--- config.mk ---
export PLATFORM = sky130hd
export DESIGN_NAME = ysyx_220053_lsu
export DESIGN_NICKNAME = d
export VERILOG_FILES = /design/src/rtl/ysyx_220053_lsu.sv
export SDC_FILE = /design/constraint.sdc
export NUM_CORES = 1
export LEC_CHECK = 0
export BUFFER_PORTS_ARGS = -buffer_cell sky130_fd_sc_hd__buf_2
export CAP_MARGIN = 20
export CORE_MARGIN = 2
export CORE_UTILIZATION = 39
export CTS_CLUSTER_DIAMETER = 80
export CTS_CLUSTER_SIZE = 16
export DETAILED_ROUTE_END_ITERATION = 8
export PLACE_DENSITY_LB_ADDON = 0.15
export SLEW_MARGIN = 20
export SYNTH_ARGS = -nofsm -noshare
export SYNTH_HDL_FRONTEND = slang
export SYNTH_SLANG_ARGS = --single-unit
--- constraint.sdc ---
create_clock -name clk -period 14.3 [get_ports clk]
set_input_delay 0.715 -clock clk [delete_from_list [all_inputs] [get_ports clk]]
set_output_delay 0.715 -clock clk [all_outputs]
set_load 0.05 [all_outputs]
--- src/rtl/ysyx_220053_lsu.sv ---
// Load/store unit: valid/ready front end to an XLEN-aligned data bus with byte masks,
// load extension, and two-beat splitting of accesses that cross an XLEN boundary.
module ysyx_220053_lsu #(
    parameter int XLEN           = 64,
    parameter bit MISALIGN_SPLIT = 1'b1
) (
    input  logic              clk,
    input  logic              rst,
    input  logic              req_valid,
    output logic              req_ready,
    input  logic              req_wen,
    input  logic [2:0]        req_op,
    input  logic [XLEN-1:0]   req_addr,
    input  logic [XLEN-1:0]   req_wdata,
    output logic              resp_valid,
    input  logic              resp_ready,
    output logic [XLEN-1:0]   resp_rdata,
    output logic              resp_err,
    output logic              mem_req_valid,
    input  logic              mem_req_ready,
    output logic              mem_req_wen,
    output logic [XLEN-1:0]   mem_req_addr,
    output logic [XLEN-1:0]   mem_req_wdata,
    output logic [XLEN/8-1:0] mem_req_wmask,
    input  logic              mem_resp_valid,
    input  logic [XLEN-1:0]   mem_resp_rdata
);
    localparam int BYTES = XLEN / 8;
    localparam int OFFW  = $clog2(BYTES);
    localparam int SHW   = OFFW + 4;

    typedef enum logic [2:0] {
        IDLE  = 3'd0,
        REQ0  = 3'd1,
        WAIT0 = 3'd2,
        REQ1  = 3'd3,
        WAIT1 = 3'd4,
        RESP  = 3'd5,
        ERR   = 3'd6
    } state_t;

    state_t            state_r;
    logic              wen_r;
    logic [2:0]        op_r;
    logic [OFFW-1:0]   off_r;
    logic [XLEN-1:0]   base_r;
    logic              cross_r;
    logic [BYTES-1:0]  mask1_r;
    logic [XLEN-1:0]   wdata1_r;
    logic [XLEN-1:0]   rdata0_r;

    logic [OFFW-1:0]   off_s;
    logic [2*BYTES-1:0] lanes_s;
    logic [2*XLEN-1:0] wide_s;
    logic              cross_s;
    logic              illegal_s;
    logic [SHW-1:0]    sh0_s;
    logic [SHW-1:0]    sh1_s;

    function automatic logic [BYTES-1:0] lane_mask(input logic [1:0] sz);
        logic [BYTES-1:0] m;
        m = '0;
        case (sz)
            2'b01:   m[0]   = 1'b1;
            2'b10:   m[1:0] = 2'b11;
            2'b00:   m[3:0] = 4'hF;
            2'b11:   m      = '1;
            default: m      = '0;
        endcase
        return m;
    endfunction

    function automatic logic op_illegal(input logic [2:0] op);
        logic bad;
        case (op)
            3'b111:         bad = 1'b1;
            3'b011, 3'b100: bad = (XLEN == 32);
            default:        bad = 1'b0;
        endcase
        return bad;
    endfunction

    // Truncate to the access size, then sign- or zero-extend; full-width accesses pass through.
    function automatic logic [XLEN-1:0] load_ext(input logic [XLEN-1:0] data, input logic [2:0] op);
        logic [XLEN-1:0] keep;
        logic            sgn;
        keep = '0;
        sgn  = 1'b0;
        case (op[1:0])
            2'b01:   begin keep[7:0]  = 8'hFF;         sgn = data[7];  end
            2'b10:   begin keep[15:0] = 16'hFFFF;      sgn = data[15]; end
            2'b00:   begin keep[31:0] = 32'hFFFF_FFFF; sgn = data[31]; end
            2'b11:   begin keep       = '1;            sgn = 1'b0;     end
            default: begin keep       = '0;            sgn = 1'b0;     end
        endcase
        if (!op[2] && sgn) begin
            return data | ~keep;
        end else begin
            return data & keep;
        end
    endfunction

    // Lane placement of the incoming request; upper halves spill into the second beat.
    always_comb begin
        off_s     = req_addr[OFFW-1:0];
        lanes_s   = {{BYTES{1'b0}}, lane_mask(req_op[1:0])} << off_s;
        wide_s    = {{XLEN{1'b0}}, req_wdata} << {off_s, 3'b000};
        cross_s   = |lanes_s[2*BYTES-1:BYTES];
        illegal_s = op_illegal(req_op);
        sh0_s     = {1'b0, off_r, 3'b000};
        sh1_s     = SHW'(XLEN) - sh0_s;
    end

    // Request/response sequencer with registered bus and response outputs.
    always_ff @(posedge clk or posedge rst) begin
        if (rst) begin
            state_r       <= IDLE;
            req_ready     <= 1'b1;
            resp_valid    <= 1'b0;
            resp_rdata    <= '0;
            resp_err      <= 1'b0;
            mem_req_valid <= 1'b0;
            mem_req_wen   <= 1'b0;
            mem_req_addr  <= '0;
            mem_req_wdata <= '0;
            mem_req_wmask <= '0;
            wen_r         <= 1'b0;
            op_r          <= 3'b000;
            off_r         <= '0;
            base_r        <= '0;
            cross_r       <= 1'b0;
            mask1_r       <= '0;
            wdata1_r      <= '0;
            rdata0_r      <= '0;
        end else begin
            case (state_r)
                IDLE: begin
                    if (req_valid) begin
                        req_ready <= 1'b0;
                        wen_r     <= req_wen;
                        op_r      <= req_op;
                        off_r     <= off_s;
                        base_r    <= {req_addr[XLEN-1:OFFW], {OFFW{1'b0}}};
                        cross_r   <= cross_s;
                        mask1_r   <= req_wen ? lanes_s[2*BYTES-1:BYTES] : '0;
                        wdata1_r  <= req_wen ? wide_s[2*XLEN-1:XLEN] : '0;
                        rdata0_r  <= '0;
                        if (illegal_s || (cross_s && !MISALIGN_SPLIT)) begin
                            state_r    <= ERR;
                            resp_valid <= 1'b1;
                            resp_err   <= 1'b1;
                            resp_rdata <= '0;
                        end else begin
                            state_r       <= REQ0;
                            mem_req_valid <= 1'b1;
                            mem_req_wen   <= req_wen;
                            mem_req_addr  <= {req_addr[XLEN-1:OFFW], {OFFW{1'b0}}};
                            mem_req_wmask <= req_wen ? lanes_s[BYTES-1:0] : '0;
                            mem_req_wdata <= req_wen ? wide_s[XLEN-1:0] : '0;
                        end
                    end
                end
                REQ0: begin
                    if (mem_req_ready) begin
                        mem_req_valid <= 1'b0;
                        state_r       <= WAIT0;
                    end
                end
                WAIT0: begin
                    if (mem_resp_valid) begin
                        rdata0_r <= mem_resp_rdata >> sh0_s;
                        if (cross_r) begin
                            state_r       <= REQ1;
                            mem_req_valid <= 1'b1;
                            mem_req_addr  <= base_r + XLEN'(BYTES);
                            mem_req_wmask <= mask1_r;
                            mem_req_wdata <= wdata1_r;
                        end else begin
                            state_r    <= RESP;
                            resp_valid <= 1'b1;
                            resp_err   <= 1'b0;
                            resp_rdata <= wen_r ? '0 : load_ext(mem_resp_rdata >> sh0_s, op_r);
                        end
                    end
                end
                REQ1: begin
                    if (mem_req_ready) begin
                        mem_req_valid <= 1'b0;
                        state_r       <= WAIT1;
                    end
                end
                WAIT1: begin
                    if (mem_resp_valid) begin
                        state_r    <= RESP;
                        resp_valid <= 1'b1;
                        resp_err   <= 1'b0;
                        resp_rdata <= wen_r ? '0 : load_ext(rdata0_r | (mem_resp_rdata << sh1_s), op_r);
                    end
                end
                RESP, ERR: begin
                    if (resp_ready) begin
                        state_r    <= IDLE;
                        resp_valid <= 1'b0;
                        resp_err   <= 1'b0;
                        resp_rdata <= '0;
                        req_ready  <= 1'b1;
                    end
                end
                default: begin
                    state_r <= IDLE;
                end
            endcase
        end
    end
endmodule

; Word level (Yosys, flattened, before mapping)
; Cells that the tools add are included.
; W data, S select, Z words.
[op_classes]
addsub = 2
n_eq_ne = 24
shift = 4
muxes = 98
bitwise_logic = 8
reduce_logical = 27
[op_table]
columns = op, count
row1 = $mux W64, 22
row2 = $pmux W64 S2, 3
row3 = $pmux W64 S4, 1
row4 = $mux W32, 6
row5 = $or A64 B64 Y64, 3
row6 = $mux W8, 18
row7 = $and A64 B64 Y64, 2
row8 = $not A64 Y64, 2
row9 = $shl A64 B6 Y128, 1
row10 = $mux W16, 6
row11 = $add A64 B4 Y64 const B, 1
row12 = $shl A64 B7 Y64, 1
row13 = $shr A64 B6 Y64, 1
row14 = $mux W1, 24
row15 = $mux W3, 8
row16 = $ne A2 B2 Y1 const B, 10
row17 = $pmux W3 S6, 1
row18 = $pmux W1 S4, 4
row19 = $pmux W8 S2, 1
row20 = $shl A8 B3 Y16, 1
row21 = $eq A3 B3 Y1 const B, 4
row22 = $reduce_and A6 Y1, 2
row23 = $reduce_and A3 Y1, 3
row24 = $eq A2 B2 Y1 const B, 4
row25 = 24 further kinds, 34
[totals]
regBits = 413
inputBits = 202
output_inout_bits = 205
wordCells = 181

; Logic depth before layout (Yosys ltp)
; Gate-level depths: netlist (run 1).
[logic_depth]
depth_word = 13
ltp_mapped = 14
mapped_depth_nobuf = 8

; Worst setup path after synthesis (run 1)
; OpenSTA, ideal clock, no wires.
[synth_timing]
path_kind = reg-to-reg
from = register off_r[1]
to = register resp_rdata[32]
setup_ns = 0.162
arrival_time_ns = 3.183
t_required_ns = 14.138
slack_ns = 10.955
stages_incl_launch_ff = 15
path_buffers = 6
period_less_slack_ns = 3.345
path_cell_list = dfrtp_1 > buf_2 > buf_1 > inv_1 > clkbuf_1 > ha_1 > buf_2 > buf_1 > buf_1 > mux2i_1 > nand2_1 > a21oi_1 > o21bai_1 > a22oi_1 > o311ai_0
[synth_between]
elab_chain_cells = 11
word_cells_on_any_way = 25
cone_classes = add/sub: 1 / shift: 2 / mux: 15 / bitwise: 5 / reduce/logical: 2
[synth_lines]
columns = item, line_no
row1 = "start, declared", 45  ; logic [OFFW-1:0] off_r;
row2 = "start signal, assigned", 142  ; off_r <= off_s;
row3 = $sub A7 B6 Y7 / $shr A64 B6 Y64 (equally long branches), "111, 182"
row4 = $shl A64 B7 Y64 / $pmux W1 S4 (equally long branches), "197, 89"
row5 = $or A64 B64 Y64 / $mux W1 (equally long branches), "197, 172"
row6 = $pmux W1 S4 / $mux W1 (equally long branches), "89, 170"
row7 = $mux W1 (on tied branches), "193, 136"
row8 = $mux W1 / $logic_and A1 B1 Y1 (equally long branches), "136, 96"
row9 = $logic_and A1 B1 Y1 / $mux W64 (equally long branches), 96  ; if (!op[2] && sgn) begin
row10 = $mux W64 (on tied branches), "96, 182"
row11 = $mux W64 (on tied branches), "197, 172"
row12 = $mux W64 (on tied branches), "193, 170"
row13 = $pmux W64 S4 *, 136  ; case (state_r)
row14 = "end signal, assigned", 182  ; resp_rdata <= wen_r ? '0 : load_ext(mem_resp_rdata >> sh0_s, op_r);
row15 = "end signal, assigned", 197  ; resp_rdata <= wen_r ? '0 : load_ext(rdata0_r | (mem_resp_rdata << sh1_s), op_r);
row16 = "end, declared", 17  ; output logic [XLEN-1:0] resp_rdata,
; Mark *: on every way between the ends. The rest lies on a longest branch, timed or not. The select of a mux whose other input is x is not followed.
; A chain may end at the register's enable or synchronous reset.

; Final worst setup path (run 1)
[layout_timing]
from = register off_r[1]
to = register resp_rdata[49]
; Same word-level chain as after synthesis.

==> impl_metrics.json, run 1 <==
{
  "layout_common_cells": "nand2_1, buf_2, dfrtp_1",
  "synth-edff-count": 0,
  "ir_worst_vdd_v": 0.000170,
  "antenna_found_initial": 6,
  "drc_errors": 0,
  "crit_chain": "buf_4 -> inv_1 -> ha_2 -> buf_4 -> inv_1 -> and3_1 -> a221o_1 -> o21ai_2 -> a31oi_1 -> a221o_1",
  "num_vias": 22700,
  "dieHeight_microns": 251,
  "nFillCells": 5931,
  "cts.clk_slew.worst_paths_ps": 80,
  "post_cts_buffers": 0,
  "fp.dieW_microns": 251,
  "power_density_mw_per_mm2": 246,
  "yosysSeqAreaShare_pct": 42.3,
  "max_stage_delay_ps": 830,
  "first_global_vias": 21900,
  "fin_nets": 3130,
  "final_common_cell": "nand2_1",
  "synth_area_sq_mm": 0.0237,
  "cts_root_buf": "clkbuf_16",
  "placementRows": 90,
  "die_area_sq_mm": 0.0628,
  "synth_flop_cell": "dfrtp_1",
  "overflow": 0,
  "initial_core_util_pct": 39.3,
  "cp-end-kind": "register",
  "cp-start-kind": "register",
  "final_util_pct": 45.2,
  "crit_path_max_fanout": 58,
  "grt_max_degree": 156,
  "outcome": "completed",
  "clock-sinks": 401,
  "cts_hold_buf": 0,
  "worstSetupPathType": "reg2reg",
  "maxCapViolCount": 0,
  "finalSetupTns_ps": 0,
  "grt_pass1_wl_microns": 141000,
  "cts_tree": "done",
  "max_freq_ghz": 0.193,
  "gp_congestion": 0.954,
  "yosysWarnings": 0,
  "synth_cell_type_count": 74,
  "drive_gt1_share_pct": 21.4,
  "hold_violations": 0,
  "track_usage_pct": 29.2,
  "dp_hpwl_microns": 65800,
  "vias_per_cell": 6.09,
  "rsz0062_at_grt": "false",
  "holdCritPathClass": "in2async",
  "fin_crit_sh_pct": 36.3,
  "cts.htree.levels": 2,
  "cts_buffers": 34,
  "relSlewSlack_pct": 20.8,
  "synth-seq-cells": 401,
  "io_buffer_count": 403,
  "synth.avg_cell_area_sq_um": 8.90,
  "leakagePower_nw": 12.4,
  "post_cts_resized": 0,
  "worstPathRequired_ps": 14740,
  "finalSetupViolCount": 0,
  "wl_per_cell_microns": 25.2,
  "worst_pin_slew_ps": 1180,
  "cts_buffer_depth": 3,
  "ios": 407,
  "cp_slowest_cell": "o21ai_2",
  "synthCells": 2662,
  "drt_iter0_markers": 2523,
  "drv_slew": 0,
  "async_flop_share_pct": 100,
  "wirelength_microns": 93900,
  "coreArea_sq_mm": 0.0602,
  "fin_skew_ps": 49.9,
  "area_growth_pct": 14.9,
  "arrival_ps": 5620,
  "r2r_cells": 10,
  "period_needed_ps": 5180,
  "ant_nets": 0,
  "first_pass_iters": 6,
  "clk_latency_ps": 590
}
[worst max-delay path, delay by kind of cell (launching register included)]
family	cells	cell delay (ps)
and+or+nand+nor	1	330
AOI/OAI and AO/OA	4	1590
DFF	1	340
buffers and inverters	4	2210
adders and majority gates	1	470
[worst paths after layout]
check	startpoint	slack [ps]	endpoint
worst max-delay path	off_r[1]	9120	resp_rdata[49]
worst min-delay path	rst	210	resp_rdata[10]
worst max register to register	off_r[1]	9120	resp_rdata[49]
worst min register to register	mem_req_addr[7]	480	mem_req_addr[7]
max in group asynchronous	rst	12100	mem_req_addr[10]
min in group clk	req_addr[13]	340	base_r[13]
[layout make-up]
type / count / area, sq um / area share, %
Timing Repair Buffer: 436 / 2290 / 8.40
Tap cell: 782 / 978 / 3.59
Inverter: 41 / 161 / 0.593
Clock buffer: 42 / 921 / 3.38
Antenna cell: 2 / 5.00 / 0.0184
Multi-Input combinational cell: 2006 / 12700 / 46.8
Sequential cell: 401 / 10000 / 36.9
Clock inverter: 10 / 105 / 0.386
[flip-flops by register name, indices dropped and copies added, names as in the netlist, 3 cells and up]
register / cells
base_r: 61
mask1_r: 7
mem_req_addr: 61
mem_req_wdata: 64
mem_req_wmask: 8
off_r: 3
op_r: 3
rdata0_r: 64
resp_rdata: 64
state_r: 3
wdata1_r: 56
[kinds of logic (layout without fill, tap and decap cells)]
| logic type | after synthesis | count (layout) | share of synthesized area, % |
|---|---|---|---|
| AO/OA/AOI/OAI | 799 | 799 | 21.8 |
| XOR/XNOR | 46 | 46 | 1.70 |
| adder cells (fa/ha/maj) | 8 | 8 | 0.422 |
| buffers and inverters | 257 | 529 | 4.40 |
| flip-flops | 401 | 401 | 42.3 |
| multiplexers | 244 | 244 | 12.9 |
| other | 1 | 5 | 0.0158 |
| AND/OR/NAND/NOR | 906 | 906 | 16.4 |
[layer usage]
layer,track usage [%],part of all wire (%)
met1,38.7,41
met3,4.93,7.2
met5,0,0.061
met2,47.4,47
met4,12.4,4.4
[metrics by stage]
stage          setup slack [ps]  std cells  instance area, sq um  total power, mW  hold slack, ps
2_1_floorplan              2430       2664                 23700             4.63             444
3_3_place_gp               9500       3666                 26200             5.69             459
3_5_place_dp               9350       3666                 26200             5.74             467
4_1_cts                    9260       3718                 27200             6.69             242
5_1_grt                    9010       3719                 27200             7.08             276
6_report                   9120       3720                 27200             6.69             209
[synth_stat cells (35+ instances only)]
cell type	count	share of area, %
a21oi_1	165	3.5
a22o_1	54	2.0
mux2_2	49	2.3
inv_1	38	0.60
a221oi_1	35	1.3
nand2_1	472	7.5
a22oi_1	59	1.9
dfrtp_1	400	42
o21ai_0	248	5.2
nor2_1	229	3.6
mux4_2	44	4.2
mux2i_1	151	6.4
nor3_1	42	0.89
clkbuf_1	151	2.4
[power breakdown]
group / switching [mW] / leakage (nW) / total (mW) / internal (mW)
clock network: 0.469 / 0.500 / 0.934 / 0.465
registers: 0.417 / 5.20 / 2.02 / 1.60
logic: 2.62 / 6.70 / 3.74 / 1.12
total: 3.50 / 12.4 / 6.69 / 3.19
No activity file was read; power rests on OpenSTA's default activity.
==> run 2: changes to the inputs <==
==> constraint.sdc (replaced) <==
create_clock -name clk -period 5.2 [get_ports clk]
set_input_delay 0.26 -clock clk [delete_from_list [all_inputs] [get_ports clk]]
set_output_delay 0.26 -clock clk [all_outputs]
set_load 0.05 [all_outputs]
==> run 2 against run 1 <==
  * Sequential share of layout area fell by 1.2 points
  * Fmax rose by 46%
  * Global-route usage rose by 2.3 points
  * Cell count rose by 2.7%
  * Combinational power rose to 2.8 times the previous value
  * Critical endpoint is now resp_rdata[36]
  * Largest cell class unchanged
==> impl_metrics.json, run 2 (synthesis gave the netlist of run 1 again) <==
{
  "dp_hpwl_microns": 72000,
  "layout_common_cells": "nand2_1, buf_2, dfrtp_1",
  "overflow": 0,
  "power_density_mw_per_mm2": 662,
  "post_cts_resized": 0,
  "hold_violations": 0,
  "arrival_ps": 4050,
  "crit_path_max_fanout": 25,
  "fin_skew_ps": 26.4,
  "multi_input_area_sq_mm": 0.0127,
  "grt_pass1_wl_microns": 150000,
  "coreArea_sq_mm": 0.0602,
  "period_needed_ps": 3550,
  "initial_core_util_pct": 39.3,
  "cts_root_buf": "clkbuf_16",
  "clk_latency_ps": 640,
  "placementRows": 90,
  "worstPathRequired_ps": 5700,
  "drt_iter0_markers": 2006,
  "first_global_vias": 22300,
  "dieHeight_microns": 251,
  "worst_pin_slew_ps": 1160,
  "track_usage_pct": 31.5,
  "maxCapViolCount": 0,
  "leakagePower_nw": 12.8,
  "vias_per_cell": 6.06,
  "ir_worst_vdd_v": 0.000386,
  "register_area_sq_mm": 0.0100,
  "cts_buffer_depth": 3,
  "cts_buffers": 31,
  "ios": 407,
  "clock-sinks": 401,
  "wirelength_microns": 102000,
  "gp_congestion": 0.945,
  "final.setup.worst_slack_ps": 1650,
  "place_ws_ps": 1690,
  "grt_max_degree": 170,
  "fin_crit_sh_pct": 68.2,
  "drv_slew": 0,
  "outcome": "completed",
  "num_vias": 23200,
  "finalSetupViolCount": 0,
  "final_util_pct": 46.7,
  "ant_nets": 0,
  "power_mw": 18.6,
  "cts_tree": "done",
  "die_area_sq_mm": 0.0628,
  "first_pass_iters": 6,
  "fin_nets": 3228,
  "worstSetupPathType": "reg2reg",
  "rsz0062_at_grt": "false",
  "top_regs": "mem_req_wdata x64, rdata0_r x64, resp_rdata x64",
  "holdCritPathClass": "in2reg",
  "wl_per_cell_microns": 26.7,
  "cp-start-kind": "register",
  "io_buffer_count": 403,
  "cp-end-kind": "register",
  "drc_errors": 0,
  "whs_ps": 26.4,
  "area_growth_pct": 18.7,
  "final_common_cell": "nand2_1",
  "fp.dieW_microns": 251,
  "antenna_found_initial": 4,
  "drive_gt1_share_pct": 21.0,
  "nFillCells": 5889,
  "cts.htree.levels": 1,
  "cts.clk_slew.worst_paths_ps": 80,
  "relSlewSlack_pct": 22.6,
  "max_freq_ghz": 0.282
}
## run 2: repair_timing
item	CTS	global route
hold buffers	83	0
hold endpoints to repair	266	0
setup buffers	0	0
## run 2: area by class of cell
type	count	area share, %
Multi-Input combinational cell	2006	45.2
Sequential cell	401	35.7
Timing Repair Buffer	537	11.8
Tap cell	782	3.48
Clock buffer	41	3.00
Inverter	41	0.560
Clock inverter	8	0.360
Antenna cell	3	0.0267
## run 2: critical path, stage by stage, from the launching register on
cell and delay, ps:
dfrtp_1 1120, buf_4 470, mux2i_1 120, a22o_1 260, o21a_1 250, o31ai_1 420
nand2_1 190, buf_4 240, o311ai_0 350
## run 2: path summary, 6_finish.rpt
kind,cells past startpoint,end,start,slack (ps)
max,8,resp_rdata[36],off_r[2],1650
min,2,rdata0_r[61],mem_resp_rdata[61],30
max reg2reg,8,resp_rdata[36],off_r[2],1650
min reg2reg,2,rdata0_r[39],rdata0_r[39],480
max in group asynchronous,4,resp_rdata[32],rst,3870
min in group asynchronous,3,mem_req_addr[3],rst,80
## run 2: metal layers
metal | share of wire, % | up-vias | global-route usage (%)
met5 | 0.037 | - | 0
met3 | 7.9 | 179 | 6.26
met4 | 3.9 | 6 | 11.2
li1 | - | 10300 | -
met2 | 47 | 1064 | 51.7
met1 | 41 | 11600 | 41.5
## run 2: per-stage QoR
| step | instance area (sq um) | cells | setup TNS, ps |
|---|---|---|---|
| final | 28100 | 3819 | 0 |
| after global routing | 28100 | 3817 | 0 |
| after CTS | 28100 | 3815 | 0 |
| after detailed placement | 26300 | 3683 | 0 |
| after global placement | 26300 | 3683 | 0 |
| after floorplan | 23700 | 2664 | -183570 |
## run 2: report_power, final
| part | switching (mW) | internal (mW) |
|---|---|---|
| clock network | 1.24 | 1.19 |
| registers | 1.18 | 4.40 |
| logic | 7.41 | 3.21 |
| total | 9.83 | 8.80 |
